<file path="config.mk">
export PLATFORM = sky130hd
export DESIGN_NAME = sp_frame_rd_flat
export DESIGN_NICKNAME = d
export VERILOG_FILES = /design/src/rtl/sp_pkg.sv /design/src/rtl/sp_frame_rd_if.sv /design/src/rtl/sp_pack.sv /design/src/rtl/sp_frame_rd.sv /design/src/flat_wrapper.sv
export SDC_FILE = /design/constraint.sdc
export NUM_CORES = 1
export LEC_CHECK = 0
export BUFFER_PORTS_ARGS = -buffer_cell sky130_fd_sc_hd__buf_4
export CORE_MARGIN = 2
export CORE_UTILIZATION = 58
export DETAILED_ROUTE_END_ITERATION = 8
export PLACE_DENSITY = 0.81
export SLEW_MARGIN = 10
export SYNTH_ARGS = -nofsm -noshare
export SYNTH_HDL_FRONTEND = slang
export SYNTH_SLANG_ARGS = --single-unit
</file>
<file path="constraint.sdc">
create_clock -name clk -period 3.4 [get_ports clk]
set_input_delay 0 -clock clk [delete_from_list [all_inputs] [get_ports clk]]
set_output_delay 0 -clock clk [all_outputs]
set_load 0.05 [all_outputs]
</file>
<file path="src/rtl/sp_pkg.sv">
// Shared types and default constants for the SP frame reader.
// State codes, SPI command bytes and the power-up delay default.
package sp_pkg;

    typedef enum logic [2:0] {
        SP_S_IDLE    = 3'd0,
        SP_S_DELAY   = 3'd1,
        SP_S_RST     = 3'd2,
        SP_S_WAIT    = 3'd3,
        SP_S_CYCLE   = 3'd4,
        SP_S_UPDATE  = 3'd5,
        SP_S_READOUT = 3'd6,
        SP_S_FLUSH   = 3'd7
    } sp_state_e;

    localparam int         SP_DLY_CYC_DEF   = 40000;
    localparam logic [7:0] SP_CMD_IDLE_DEF  = 8'hE0;
    localparam logic [7:0] SP_CMD_CYCLE_DEF = 8'h00;

endpackage

</file>
<file path="src/rtl/sp_frame_rd_if.sv">
// Packed-word output stream of the SP frame reader.
// A word transfers on every clk edge where dout_valid and dout_ready are both high;
// once raised, dout_valid and dout/dout_last stay stable until that transfer.
interface sp_frame_rd_if #(
    parameter int W = 32
);
    logic [W-1:0] dout;
    logic         dout_valid;
    logic         dout_ready;
    logic         dout_last;

    modport master (output dout, output dout_valid, output dout_last, input dout_ready);
    modport slave  (input dout, input dout_valid, input dout_last, output dout_ready);
endinterface

</file>
<file path="src/rtl/sp_pack.sv">
// Byte-to-word packer: fills lanes from bit 0 upward, flushes partial words
// zero-padded, and drops (flagging overflow) a word that finds the output occupied.
module sp_pack #(
    parameter int BYTES = 4
) (
    input  logic       clk,
    input  logic       nrst,
    input  logic       byte_vld,
    input  logic [7:0] byte_in,
    input  logic       byte_eof,
    input  logic       flush,
    output logic       mid_word,
    output logic       overflow,
    sp_frame_rd_if.master out_if
);
    localparam int         W         = 8 * BYTES;
    localparam logic [3:0] LAST_LANE = 4'(BYTES - 1);

    logic [3:0]   lane;
    logic [W-1:0] acc_q;
    logic [W-1:0] acc_nxt;
    logic         word_done;
    logic         word_last;

    always_comb begin
        acc_nxt = acc_q;
        if (byte_vld) acc_nxt[8*int'(lane) +: 8] = byte_in;
        mid_word  = (lane != LAST_LANE);
        word_done = flush || (byte_vld && !mid_word);
        word_last = flush || (byte_vld && byte_eof);
    end

    always_ff @(posedge clk or negedge nrst) begin
        if (!nrst) begin
            lane              <= '0;
            acc_q             <= '0;
            overflow          <= 1'b0;
            out_if.dout       <= '0;
            out_if.dout_valid <= 1'b0;
            out_if.dout_last  <= 1'b0;
        end else if (word_done) begin
            // Clearing the accumulator here is what zero-fills lanes of a short word.
            lane  <= '0;
            acc_q <= '0;
            if (out_if.dout_valid && !out_if.dout_ready) begin
                overflow <= 1'b1;
            end else begin
                out_if.dout       <= acc_nxt;
                out_if.dout_valid <= 1'b1;
                out_if.dout_last  <= word_last;
            end
        end else begin
            if (byte_vld) begin
                lane  <= lane + 1'b1;
                acc_q <= acc_nxt;
            end
            if (out_if.dout_ready) out_if.dout_valid <= 1'b0;
        end
    end

endmodule

</file>
<file path="src/rtl/sp_frame_rd.sv">
// SP sensor frame reader: power-up sequencing, per-frame CYCLE commands and byte readout.
// Optional macro SP_RD_DEBUG_EN adds a debug input that substitutes a byte counter.
module sp_frame_rd
    import sp_pkg::*;
#(
    parameter int         BYTES     = 4,
    parameter int         DLY_CYC   = SP_DLY_CYC_DEF,
    parameter int         FCNT_W    = 16,
    parameter logic [7:0] CMD_IDLE  = SP_CMD_IDLE_DEF,
    parameter logic [7:0] CMD_CYCLE = SP_CMD_CYCLE_DEF
) (
    input  logic              clk,
    input  logic              nrst,
    input  logic              start,
    input  logic              stop,
    input  logic [FCNT_W-1:0] n_frames,
    sp_frame_rd_if.master     out_if,
    output logic [FCNT_W-1:0] frame_cnt,
    output logic              busy,
    output logic              overflow,
    output logic              spi_req,
    output logic [7:0]        spi_cmd,
    input  logic              spi_rdy,
    input  logic              spi_done,
    output logic              SP_CLK,
    output logic              SP_NRST,
    output logic [7:0]        SP_DIN,
    input  logic [7:0]        SP_DOUT,
    input  logic              SP_UPDATE,
    input  logic              SP_EOF,
`ifdef SP_RD_DEBUG_EN
    input  logic              debug,
`endif
    output logic [2:0]        state_dbg
);
    localparam logic [2:0] S_IDLE    = SP_S_IDLE;
    localparam logic [2:0] S_DELAY   = SP_S_DELAY;
    localparam logic [2:0] S_RST     = SP_S_RST;
    localparam logic [2:0] S_WAIT    = SP_S_WAIT;
    localparam logic [2:0] S_CYCLE   = SP_S_CYCLE;
    localparam logic [2:0] S_UPDATE  = SP_S_UPDATE;
    localparam logic [2:0] S_READOUT = SP_S_READOUT;
    localparam logic [2:0] S_FLUSH   = SP_S_FLUSH;

    logic [2:0]        state;
    logic [2:0]        state_nxt;
    logic [31:0]       dly_cnt;
    logic              stop_seen;
    logic              byte_acc;
    logic              eof_acc;
    logic              mid_word;
    logic [7:0]        byte_in;
    logic [FCNT_W-1:0] cnt_inc;

    function automatic logic acq_end(input logic [FCNT_W-1:0] cnt, input logic stp,
                                     input logic [FCNT_W-1:0] nf);
        return stp || ((nf != '0) && (cnt >= nf));
    endfunction

    always_comb begin
        byte_acc  = (state == S_READOUT) && SP_UPDATE;
        eof_acc   = byte_acc && SP_EOF;
        cnt_inc   = (&frame_cnt) ? frame_cnt : frame_cnt + 1'b1;
        state_nxt = state;
        case (state)
            S_IDLE:    if (spi_rdy) state_nxt = S_DELAY;
            S_DELAY:   if (dly_cnt == 32'(DLY_CYC - 1)) state_nxt = S_RST;
            S_RST:     if (spi_done) state_nxt = S_WAIT;
            S_WAIT:    if (start) state_nxt = S_CYCLE;
            S_CYCLE:   if (spi_done) state_nxt = S_UPDATE;
            S_UPDATE:  if (!SP_UPDATE) state_nxt = S_READOUT;
            S_READOUT: if (eof_acc) begin
                if (mid_word) state_nxt = S_FLUSH;
                else state_nxt = acq_end(cnt_inc, stop_seen || stop, n_frames) ? S_WAIT : S_CYCLE;
            end
            S_FLUSH:   state_nxt = acq_end(frame_cnt, stop_seen || stop, n_frames) ? S_WAIT : S_CYCLE;
            default:   state_nxt = S_IDLE;
        endcase
    end

    always_ff @(posedge clk or negedge nrst) begin
        if (!nrst) begin
            state     <= S_IDLE;
            dly_cnt   <= '0;
            frame_cnt <= '0;
            stop_seen <= 1'b0;
        end else begin
            state   <= state_nxt;
            dly_cnt <= (state == S_DELAY && state_nxt == S_DELAY) ? dly_cnt + 1'b1 : '0;
            if (state == S_WAIT && start) frame_cnt <= '0;
            else if (eof_acc) frame_cnt <= cnt_inc;
            // The stop request is scoped to the frame issued by the most recent CYCLE command.
            if (state == S_WAIT || (state != S_CYCLE && state_nxt == S_CYCLE)) stop_seen <= 1'b0;
            else if (stop) stop_seen <= 1'b1;
        end
    end

`ifdef SP_RD_DEBUG_EN
    logic [7:0] dbg_cnt;

    always_ff @(posedge clk or negedge nrst) begin
        if (!nrst) dbg_cnt <= '0;
        else if (byte_acc && debug) dbg_cnt <= dbg_cnt + 1'b1;
    end

    assign byte_in = debug ? dbg_cnt : SP_DOUT;
`else
    assign byte_in = SP_DOUT;
`endif

    sp_pack #(.BYTES(BYTES)) u_pack (
        .clk      (clk),
        .nrst     (nrst),
        .byte_vld (byte_acc),
        .byte_in  (byte_in),
        .byte_eof (SP_EOF),
        .flush    (state == S_FLUSH),
        .mid_word (mid_word),
        .overflow (overflow),
        .out_if   (out_if)
    );

    assign spi_req   = (state == S_RST || state == S_CYCLE) && spi_rdy;
    assign spi_cmd   = (state == S_RST) ? CMD_IDLE : (state == S_CYCLE) ? CMD_CYCLE : 8'h00;
    assign busy      = (state != S_WAIT);
    assign SP_CLK    = clk;
    assign SP_NRST   = (state != S_IDLE);
    assign SP_DIN    = 8'h00;
    assign state_dbg = state;

endmodule
</file>
<file path="src/flat_wrapper.sv">
// flat-port wrapper written by rule: the top's interface ports become plain ports
module sp_frame_rd_flat import sp_pkg::*;
#(
    parameter int         BYTES     = 4,
    parameter int         DLY_CYC   = SP_DLY_CYC_DEF,
    parameter int         FCNT_W    = 16,
    parameter logic [7:0] CMD_IDLE  = SP_CMD_IDLE_DEF,
    parameter logic [7:0] CMD_CYCLE = SP_CMD_CYCLE_DEF
)
  (clk, nrst, start, stop, n_frames, frame_cnt, busy, overflow, spi_req, spi_cmd, spi_rdy, spi_done, SP_CLK, SP_NRST, SP_DIN, SP_DOUT, SP_UPDATE, SP_EOF, state_dbg, out_if_dout, out_if_dout_valid, out_if_dout_last, out_if_dout_ready);
  sp_frame_rd_if out_if_i ();
  input  logic clk;
  input  logic nrst;
  input  logic start;
  input  logic stop;
  input  logic [FCNT_W-1:0] n_frames;
  output logic [FCNT_W-1:0] frame_cnt;
  output logic busy;
  output logic overflow;
  output logic spi_req;
  output logic [7:0] spi_cmd;
  input  logic spi_rdy;
  input  logic spi_done;
  output logic SP_CLK;
  output logic SP_NRST;
  output logic [7:0] SP_DIN;
  input  logic [7:0] SP_DOUT;
  input  logic SP_UPDATE;
  input  logic SP_EOF;
  output logic [2:0] state_dbg;
  output wire logic [$bits(out_if_i.dout)-1:0] out_if_dout;
  output wire logic [$bits(out_if_i.dout_valid)-1:0] out_if_dout_valid;
  output wire logic [$bits(out_if_i.dout_last)-1:0] out_if_dout_last;
  input wire logic [$bits(out_if_i.dout_ready)-1:0] out_if_dout_ready;
  assign out_if_dout = out_if_i.dout;
  assign out_if_dout_valid = out_if_i.dout_valid;
  assign out_if_dout_last = out_if_i.dout_last;
  assign out_if_i.dout_ready = out_if_dout_ready;
  sp_frame_rd #(.BYTES(BYTES), .DLY_CYC(DLY_CYC), .FCNT_W(FCNT_W), .CMD_IDLE(CMD_IDLE), .CMD_CYCLE(CMD_CYCLE)) u_core (.clk(clk), .nrst(nrst), .start(start), .stop(stop), .n_frames(n_frames), .out_if(out_if_i), .frame_cnt(frame_cnt), .busy(busy), .overflow(overflow), .spi_req(spi_req), .spi_cmd(spi_cmd), .spi_rdy(spi_rdy), .spi_done(spi_done), .SP_CLK(SP_CLK), .SP_NRST(SP_NRST), .SP_DIN(SP_DIN), .SP_DOUT(SP_DOUT), .SP_UPDATE(SP_UPDATE), .SP_EOF(SP_EOF), .state_dbg(state_dbg));
endmodule
</file>
==> results of run 1 <==
flip-flops by register name, indices dropped and copies added, names as in the netlist:
name / count
u_core.dly_cnt: 32
u_core.frame_cnt: 16
u_core.state_dbg: 3
u_core.stop_seen: 1
u_core.u_pack.acc_q: 32
u_core.u_pack.lane: 4
u_core.u_pack.out_if.dout: 32
u_core.u_pack.out_if.dout_last: 1
u_core.u_pack.out_if.dout_valid: 1
u_core.u_pack.overflow: 1
logic make-up after synthesis:
| logic type | Yosys count | share of synthesized area (%) |
|---|---|---|
| xor+xnor | 41 | 5.04 |
| flops | 123 | 43.2 |
| fa+ha+maj | 38 | 6.64 |
| mux | 17 | 2.60 |
| buf+inv | 76 | 5.32 |
| compound gates | 166 | 14.7 |
| other cells | 1 | 0.0527 |
| simple gates | 319 | 22.4 |
power groups by stage:
stage                     combinational (mW)  clock, mW  sequential, mW
after floorplan                        0.960     0.0634            2.68
after global placement                  2.28     0.0634            2.00
after detailed placement                2.33     0.0634            2.02
after CTS                               2.37       2.08            2.00
after global routing                    2.53       2.15            2.04
final                                   2.37       2.07            2.00
per-stage QoR:
step | total power [mW] | hold slack, ns | utilization [%]
6_report | 6.44 | 0.0178 | 73.3
5_1_grt | 6.73 | 0.0725 | 73.3
4_1_cts | 6.45 | 0.00320 | 73.0
3_5_place_dp | 4.41 | 0.146 | 66.1
3_3_place_gp | 4.35 | 0.143 | 66.1
2_1_floorplan | 3.70 | -0.296 | -
worst min-delay path, stage by stage:
cell     delay, ns
buf_4         0.08
nor4_1        0.04
nand4_1       0.19
a31oi_1       0.14
nand3_1       0.06
path summary, 6_finish.rpt:
kind / from / endpoint / slack, ns
setup / recovery: u_core.frame_cnt[8]$_DFFE_PN0P_ / u_core.state_dbg[1]$_DFF_PN0_ / 0.1
hold / removal: n_frames[15] / u_core.state_dbg[0]$_DFF_PN0_ / 0.02
setup reg to reg: u_core.frame_cnt[8]$_DFFE_PN0P_ / u_core.state_dbg[1]$_DFF_PN0_ / 0.1
hold reg to reg: u_core.u_pack.acc_q[15]$_DFFE_PN0P_ / u_core.u_pack.acc_q[15]$_DFFE_PN0P_ / 0.49
max in group asynchronous: nrst / u_core.dly_cnt[1]$_DFF_PN0_ / 2.80
min in group asynchronous: nrst / u_core.frame_cnt[3]$_DFFE_PN0P_ / 0.05
placed cells by master, fill, tap and decap left out, drive strengths merged, types with 10 or more instances in the layout:
cell type,instances
buf,114
inv,28
nand3,37
nor2,102
and3,14
a22o,16
a31oi,20
nor3,10
nand2b,15
xor2,26
nand4,14
nor4,13
dfrtp,123
clkbuf,26
ha,37
dlygate4sd3,16
conb,13
mux2i,14
xnor2,15
o21ai,49
a21oi,48
nand2,75
area by class of cell:
cell class	instances	area, sq um
clock buffers	27	561
inverters	28	105
repair buffers	129	1020
fillers	835	3210
clock inverters	7	115
flip-flops and latches	123	3080
well taps	147	184
multi-input cells	594	3730
repair_timing:
action / CTS / global route
hold buffers: 16 / 0
resized for setup: 0 / 6
setup endpoints to repair: 0 / 3
setup buffers: 0 / 1
endpoints found under the hold margin: 187 / 0
routing by layer:
| layer | global-route usage [%] | vias up | share of wire, % |
|---|---|---|---|
| met5 | 0 | - | 0 |
| met4 | 11.2 | 0 | 2.2 |
| met3 | 6.64 | 41 | 6.0 |
| met2 | 47.1 | 226 | 49 |
| met1 | 38.9 | 3082 | 42 |
| li1 | - | 2983 | - |
==> flow_metrics.env, run 1 <==
export IMPL_outcome="completed"
export IMPL_avgSynthCellArea_sq_um=9.12
export IMPL_wl_per_cell_microns=17.3
export IMPL_gp_congestion=0.930
export IMPL_power_density_nw_per_um2=732
export IMPL_grt_max_degree=124
export IMPL_boundaryPins=107
export IMPL_fin_cells=1055
export IMPL_area_growth_syn_to_layout_pct=23.6
export IMPL_hold_violations=0
export IMPL_drive_gt1_share_pct=18.2
export IMPL_path_class="reg -> reg"
export IMPL_ff2ff_path_depth=13
export IMPL_min_delay_path_depth=5
export IMPL_start_util_pct=59.3
export IMPL_syn_area_sq_um=7120
export IMPL_power_frac_clock_pct=32.1
export IMPL_postPlaceCellArea_sq_um=7940
export IMPL_synth_cell_types=69
export IMPL_synth_common_cells="dfrtp_1 (123), nor2_1 (101), nand2_1 (75)"
export IMPL_synthArstFlopShare_pct=100
export IMPL_synth_cells=781
export IMPL_ys_warn_count=0
export IMPL_seqPwrFrac_pct=31.1
export IMPL_crit_path_end_kind="flip-flop"
export IMPL_fin_crit_sh_pct=97.1
export IMPL_tightestPinTransition_ns=0.679
export IMPL_pwr_share_comb_pct=36.8
export IMPL_fmax_mhz=303
export IMPL_arrival_ns=3.69
export IMPL_synth_seq_cells=123
export IMPL_synth_area_leader_cell="dfrtp_1"
export IMPL_place_hpwl_mm=12.4
export IMPL_die_x_microns=115
export IMPL_p_int_mw=3.85
export IMPL_yosys_most_used_dff="dfrtp_1"
export IMPL_ant_nets=0
export IMPL_tns_ns=0
export IMPL_num_antenna_cells=0
export IMPL_totalWireLength_mm=18.2
export IMPL_grt_util_all_layers_pct=29.2
export IMPL_switching_share_pct=40.2
export IMPL_nNetsFinal=967
export IMPL_dp_cells=1005
export IMPL_path_clk_slew_ns=0.05
export IMPL_setup_viol=0
export IMPL_min_period_ns=3.30
export IMPL_worst_hold_path_type="in -> reg"
export IMPL_grt_remaining_overflow=0
export IMPL_required_ns=3.78
export IMPL_irDropWorstVdd_uv=595
export IMPL_cpPeakStageDelay_ns=0.48
export IMPL_drv_cap=0
export IMPL_antenna_found_initial=0
export IMPL_port_buffers=93
export IMPL_grt_pass1_wl_mm=30.2
export IMPL_cp_num_buf_inv=2
export IMPL_dieArea_sq_um=13200
export IMPL_slew_headroom_pct=54.6
export IMPL_drv_slew=0
export IMPL_firstDrtPassIters=5
export IMPL_timing_final_ws_setup_ns=0.0981
export IMPL_synth_top_area_share_pct=43.2
export IMPL_drc=0
export IMPL_first_global_vias=6241
export IMPL_finish_instance_area_sq_um=8800
export IMPL_via_count=6332
export IMPL_yosysSeqAreaShare_pct=43.2
export IMPL_synth_area_top_cells="dfrtp_1 (43%), ha_1 (6.5%), nor2_1 (5.3%), nand2_1 (4.0%), a21oi_1 (3.4%)"
export IMPL_slowest_stage="dfrtp_1"
export IMPL_cp_start_kind="flip-flop"
export IMPL_fp_dieH_microns=115
export IMPL_p_leak_nw=4.04
export IMPL_rsz0062_at_grt="false"
export IMPL_worstPathMaxFanout=8
export IMPL_drt_initial_drc_count=635
export IMPL_detail_route_vias_per_cell=6.00
export IMPL_clock_skew_ns=0.0106
export IMPL_rows=40
export IMPL_cts_tree="done"
export IMPL_clock_latency_ns=0.54
export IMPL_core_sq_um=12000
export IMPL_synth_most_common_cell="dfrtp_1"
export IMPL_p_sw_mw=2.59
export IMPL_dp_slack_ns=0.134
export IMPL_synth_edf_count=0
export IMPL_worstPathCellList="nand3_1, nor4_4, buf_4, nand4_1, buf_4, o21ai_0, a21o_1, ha_1, and4_1, a221oi_1, o21ai_1, o311ai_0, nand3_1"
export IMPL_critical_path_top_delay_family="compound AO/OA/AOI/OAI gates"
export IMPL_path_depth=13
Power figures use the tool's default switching activity.
==> run 2: changes to the inputs <==
Settings changed: CORE_UTILIZATION 58 to 50, PLACE_DENSITY 0.81 to 0.71.
==> run 2 against run 1 <==
  * Global-route usage shrank 4.2 points
  * Worst hold slack worse by 0.0012 ns
  * Design area is 0.98% higher
  * Critical path depth decreased by 1
  * Sequential share of layout area down 0.37 points
  * Clock power grew 7%
==> flow_metrics.env, run 2 (same netlist as run 1, synthesis figures left out) <==
export IMPL_outcome="completed"
export IMPL_path_clk_slew_ns=0.06
export IMPL_drive_gt1_share_pct=18.2
export IMPL_cts_tree="done"
export IMPL_rsz0062_at_grt="false"
export IMPL_first_global_vias=5990
export IMPL_path_class="reg -> reg"
export IMPL_drc=0
export IMPL_p_int_mw=3.97
export IMPL_tightestPinTransition_ns=0.691
export IMPL_drt_initial_drc_count=616
export IMPL_required_ns=3.81
export IMPL_worst_hold_path_type="in -> reg"
export IMPL_start_util_pct=51.3
export IMPL_ant_nets=0
export IMPL_clock_latency_ns=0.52
export IMPL_port_buffers=93
export IMPL_hold_ws_ns=0.0167
export IMPL_fmax_mhz=307
export IMPL_place_hpwl_mm=12.9
export IMPL_nNetsFinal=971
export IMPL_p_sw_mw=2.61
export IMPL_totalWireLength_mm=18.3
export IMPL_fp_dieH_microns=123
export IMPL_arrival_ns=3.67
export IMPL_fin_crit_sh_pct=95.9
export IMPL_clock_skew_ns=0.00883
export IMPL_grt_util_all_layers_pct=25.0
export IMPL_min_period_ns=3.26
export IMPL_setup_viol=0
export IMPL_hold_violations=0
export IMPL_switching_share_pct=39.7
export IMPL_via_count=6231
export IMPL_grt_remaining_overflow=0
export IMPL_seqPwrFrac_pct=30.4
export IMPL_num_antenna_cells=0
export IMPL_area_growth_syn_to_layout_pct=24.8
export IMPL_boundaryPins=107
export IMPL_pwr_share_comb_pct=36.0
export IMPL_irDropWorstVdd_uv=678
export IMPL_final_cell_mix="dfrtp_1 (123), buf_4 (118), nor2_1 (101), nand2_1 (75), a21oi_1 (48)"
export IMPL_grt_max_degree=49
export IMPL_grt_pass1_wl_mm=29.7
export IMPL_slew_headroom_pct=53.9
export IMPL_power_frac_clock_pct=33.7
export IMPL_power_density_nw_per_um2=741
export IMPL_tns_ns=0
export IMPL_cp_start_kind="flip-flop"
export IMPL_detail_route_vias_per_cell=5.70
export IMPL_core_sq_um=13900
export IMPL_p_leak_nw=4.09
export IMPL_die_x_microns=123
export IMPL_drv_slew=0
export IMPL_drv_cap=0
export IMPL_worstPathMaxFanout=8
export IMPL_crit_path_end_kind="flip-flop"
export IMPL_wl_per_cell_microns=16.7
export IMPL_antenna_found_initial=0
export IMPL_dieArea_sq_um=15200
export IMPL_gp_congestion=0.857
export IMPL_rows=43
export IMPL_firstDrtPassIters=5
export IMPL_largestRegisters="u_core.dly_cnt x32, u_core.u_pack.acc_q x32, u_core.u_pack.out_if.dout x32"
export IMPL_final_common_cell="dfrtp_1"
run 2: changes by cell type in the layout (fill, tap and decap cells not counted), sizes merged:
cell	delta
buf	+4
inv	+1
clkinvlp	-2
bufinv	+2
clkbuf	-2
clkinv	+3
run 2: area by class of cell:
type,instances,area (sq um)
inverter,28,105
fill,1132,4990
sequential,123,3080
tap,180,225
timing repair buffer,133,1040
clock buffer,25,533
multi-input combinational,594,3710
clock inverter,11,191
run 2: power groups by stage:
| stage | sequential (mW) | combinational, mW | clock (mW) |
|---|---|---|---|
| global placement | 2.01 | 2.30 | 0.0634 |
| detailed placement | 2.02 | 2.34 | 0.0634 |
| finish | 2.00 | 2.37 | 2.22 |
| floorplan | 2.68 | 0.960 | 0.0634 |
| CTS | 2.00 | 2.37 | 2.24 |
| global route | 2.04 | 2.55 | 2.31 |
run 2: metrics by stage:
step / power, mW / util [%] / instances / worst slack [ns] / area, sq um
4_1_cts: 6.60 / 64.0 / 1093 / 0.0513 / 8880
5_1_grt: 6.89 / 64.0 / 1094 / 0.0174 / 8890
3_5_place_dp: 4.43 / 57.6 / 1042 / 0.0777 / 8000
3_3_place_gp: 4.37 / 57.6 / 1042 / 0.284 / 8000
2_1_floorplan: 3.70 / - / 793 / 0.0483 / 7170
6_report: 6.58 / 64.0 / 1094 / 0.139 / 8890
run 2: path summary, 6_finish.rpt:
| path | to | startpoint | depth (start not counted) | slack [ns] |
|---|---|---|---|---|
| hold reg to reg | u_core.u_pack.acc_q[11]$_DFFE_PN0P_ | u_core.u_pack.acc_q[11]$_DFFE_PN0P_ | 2 | 0.49 |
| hold / removal | u_core.state_dbg[0]$_DFF_PN0_ | n_frames[12] | 5 | 0.02 |
| setup / recovery | u_core.state_dbg[2]$_DFF_PN0_ | u_core.frame_cnt[0]$_DFFE_PN0P_ | 12 | 0.14 |
| max in group asynchronous | u_core.u_pack.out_if.dout[29]$_DFFE_PN0P_ | nrst | 3 | 2.36 |
| min in group asynchronous | u_core.frame_cnt[5]$_DFFE_PN0P_ | nrst | 2 | 0.06 |
| setup reg to reg | u_core.state_dbg[2]$_DFF_PN0_ | u_core.frame_cnt[0]$_DFFE_PN0P_ | 12 | 0.14 |
run 2: worst max-delay path, stage by stage, from the launching register on:
cell and delay, ns:
dfrtp_1 0.46, ha_1 0.28, and2_0 0.26, a311oi_1 0.38, nand3_1 0.18, xnor2_1 0.16
ha_1 0.30, nand2_1 0.09, nor2_1 0.10, a41oi_1 0.19, o21ai_1 0.30, nand4_1 0.13
a211o_1 0.31
run 2: repair_timing:
action	in CTS	in global routing
endpoints found under the hold margin	107	0
gates resized for setup	0	1
hold buffers	16	0
setup buffers	0	1
endpoints found under the setup margin	0	3
run 2: routing by layer:
metal	GRT usage, %	part of all wire, %	routed length [microns]
met4	6.96	1.4	258
met1	34.5	45	8230
met5	0	0	0
met3	5.77	5.2	948
met2	39.6	48	8830
==> run 3: changes to the inputs <==
Settings changed: RECOVER_POWER from default to 50.
==> run 3 against run 2 <==
  * Critical path type unchanged
  * Sequential share of layout area increased by 0.53 points
  * Combinational power fell by 7%
  * Clock power about the same
  * The run now ends with capacitance limit, slew limit left
  * Critical endpoint unchanged
  * Routed wire length down 0.15%
  * Highest routed layer unchanged
==> flow_metrics.env, run 3 (same netlist as run 1, synthesis figures left out) <==
export IMPL_slew_headroom_pct=-92.5
export IMPL_worstHoldStart="n_frames[11]"
export IMPL_port_buffers=93
export IMPL_min_delay_path_depth=5
export IMPL_gp_congestion=0.857
export IMPL_path_class="reg -> reg"
export IMPL_drc=0
export IMPL_power_density_nw_per_um2=733
export IMPL_area_growth_syn_to_layout_pct=22.9
export IMPL_fin_crit_sh_pct=96.0
export IMPL_fp_dieH_microns=123
export IMPL_min_period_ns=3.26
export IMPL_cp_start_kind="flip-flop"
export IMPL_ant_nets=0
export IMPL_via_count=6241
export IMPL_largestRegisters="u_core.dly_cnt x32, u_core.u_pack.acc_q x32, u_core.u_pack.out_if.dout x32"
export IMPL_wl_per_cell_microns=16.7
export IMPL_hold_end="u_core.state_dbg[0]$_DFF_PN0_"
export IMPL_grt_pass1_wl_mm=29.7
export IMPL_worstPathMaxFanout=8
export IMPL_violations="capacitance limit, slew limit"
export IMPL_hold_ws_ns=0.0196
export IMPL_dieArea_sq_um=15200
export IMPL_cts_tree="done"
export IMPL_crit_path_end_kind="flip-flop"
export IMPL_core_sq_um=13900
export IMPL_rsz0062_at_grt="false"
export IMPL_num_antenna_cells=0
export IMPL_antenna_found_initial=0
export IMPL_detail_route_vias_per_cell=5.70
export IMPL_reg2reg_to="u_core.state_dbg[2]$_DFF_PN0_"
export IMPL_r2r_start="u_core.frame_cnt[0]$_DFFE_PN0P_"
export IMPL_drv_cap=1
export IMPL_grt_max_degree=49
export IMPL_final_common_cell="dfrtp_1"
export IMPL_p_leak_nw=3.95
export IMPL_boundaryPins=107
export IMPL_drive_gt1_share_pct=14.2
export IMPL_drv_slew=49
export IMPL_clock_latency_ns=0.52
export IMPL_fmax_mhz=306
export IMPL_worst_hold_path_type="in -> reg"
export IMPL_irDropWorstVdd_uv=685
export IMPL_final_cell_mix="dfrtp_1 (123), nor2_1 (101), buf_4 (80), nand2_1 (75), a21oi_1 (48)"
export IMPL_path_clk_slew_ns=0.06
export IMPL_grt_remaining_overflow=0
export IMPL_place_hpwl_mm=12.9
export IMPL_power_frac_clock_pct=34.5
export IMPL_setup_viol=0
export IMPL_die_x_microns=123
export IMPL_clock_skew_ns=0.00750
export IMPL_tns_ns=0
export IMPL_p_int_mw=3.81
export IMPL_ff2ff_path_depth=12
export IMPL_pwr_share_comb_pct=34.4
export IMPL_outcome="finished, violations left"
export IMPL_drt_initial_drc_count=570
export IMPL_firstDrtPassIters=5
export IMPL_first_global_vias=5990
export IMPL_grt_util_all_layers_pct=25.0
export IMPL_rows=43
export IMPL_tightestPinTransition_ns=2.89
export IMPL_required_ns=3.81
export IMPL_hold_violations=0
export IMPL_nNetsFinal=971
export IMPL_arrival_ns=3.67
export IMPL_switching_share_pct=40.6
export IMPL_seqPwrFrac_pct=31.1
export IMPL_ff2ff_setup_slack_ns=0.14
export IMPL_totalWireLength_mm=18.2
export IMPL_start_util_pct=51.3
export IMPL_p_sw_mw=2.61
==> run 3: power by group through the flow <==
stage / sequential, mW / clock [mW] / combinational [mW]
global route: 2.03 / 2.31 / 2.38
finish: 2.00 / 2.21 / 2.21
global placement: 2.01 / 0.0634 / 2.30
CTS: 2.00 / 2.24 / 2.37
detailed placement: 2.02 / 0.0634 / 2.34
floorplan: 2.68 / 0.0634 / 0.960
==> run 3: worst max-delay path by stage <==
| stage | slack [ns] | cells past startpoint | start | end |
|---|---|---|---|---|
| floorplan | 0.05 | 12 | u_core.frame_cnt[3]$_DFFE_PN0P_ | u_core.state_dbg[2]$_DFF_PN0_ |
| global placement | 0.28 | 11 | u_core.frame_cnt[4]$_DFFE_PN0P_ | u_core.state_dbg[2]$_DFF_PN0_ |
| detailed placement | 0.08 | 11 | u_core.frame_cnt[4]$_DFFE_PN0P_ | u_core.state_dbg[2]$_DFF_PN0_ |
| CTS | 0.05 | 11 | u_core.frame_cnt[4]$_DFFE_PN0P_ | u_core.state_dbg[2]$_DFF_PN0_ |
| global route | 0.02 | 3 | nrst | u_core.dly_cnt[29]$_DFF_PN0_ |
| finish | 0.14 | 12 | u_core.frame_cnt[0]$_DFFE_PN0P_ | u_core.state_dbg[2]$_DFF_PN0_ |
==> run 3: final cells by class <==
class | count | area [sq um]
timing repair buffer | 133 | 903
tap | 180 | 225
multi-input combinational | 594 | 3710
fill | 1173 | 5130
sequential | 123 | 3080
clock buffer | 25 | 533
clock inverter | 11 | 191
inverter | 28 | 105
==> run 3: metal layers <==
layer / global-route usage [%] / share of wire (%) / vias up
met1: 34.5 / 45 / 3070
met3: 5.77 / 5.4 / 22
li1: - / - / 2986
met5: 0 / 0 / -
met4: 6.96 / 1.4 / 0
met2: 39.6 / 48 / 163
==> run 3: timing repair <==
| item | in CTS | in global routing |
|---|---|---|
| endpoints found under the setup margin | 0 | 3 |
| setup buffers | 0 | 1 |
| endpoints found under the hold margin | 107 | 0 |
| gates resized for setup | 0 | 1 |
| hold buffers | 16 | 0 |
==> run 3: per-stage QoR <==
step / util, % / setup WS (ns) / instances / instance area [sq um] / power [mW]
floorplan: - / 0.0483 / 793 / 7170 / 3.70
global placement: 57.6 / 0.284 / 1042 / 8000 / 4.37
detailed placement: 57.6 / 0.0777 / 1042 / 8000 / 4.43
CTS: 64.0 / 0.0513 / 1093 / 8880 / 6.60
global route: 63.0 / 0.0156 / 1094 / 8750 / 6.73
finish: 63.0 / 0.137 / 1094 / 8750 / 6.41
==> run 3: critical path, stage by stage (launching register included) <==
cell      delay (ns)
dfrtp_1         0.46
ha_1            0.27
and2_0          0.26
a311oi_1        0.39
nand3_1         0.18
xnor2_1         0.16
ha_1            0.30
nand2_1         0.09
nor2_1          0.10
a41oi_1         0.19
o21ai_1         0.31
nand4_1         0.14
a211o_1         0.31
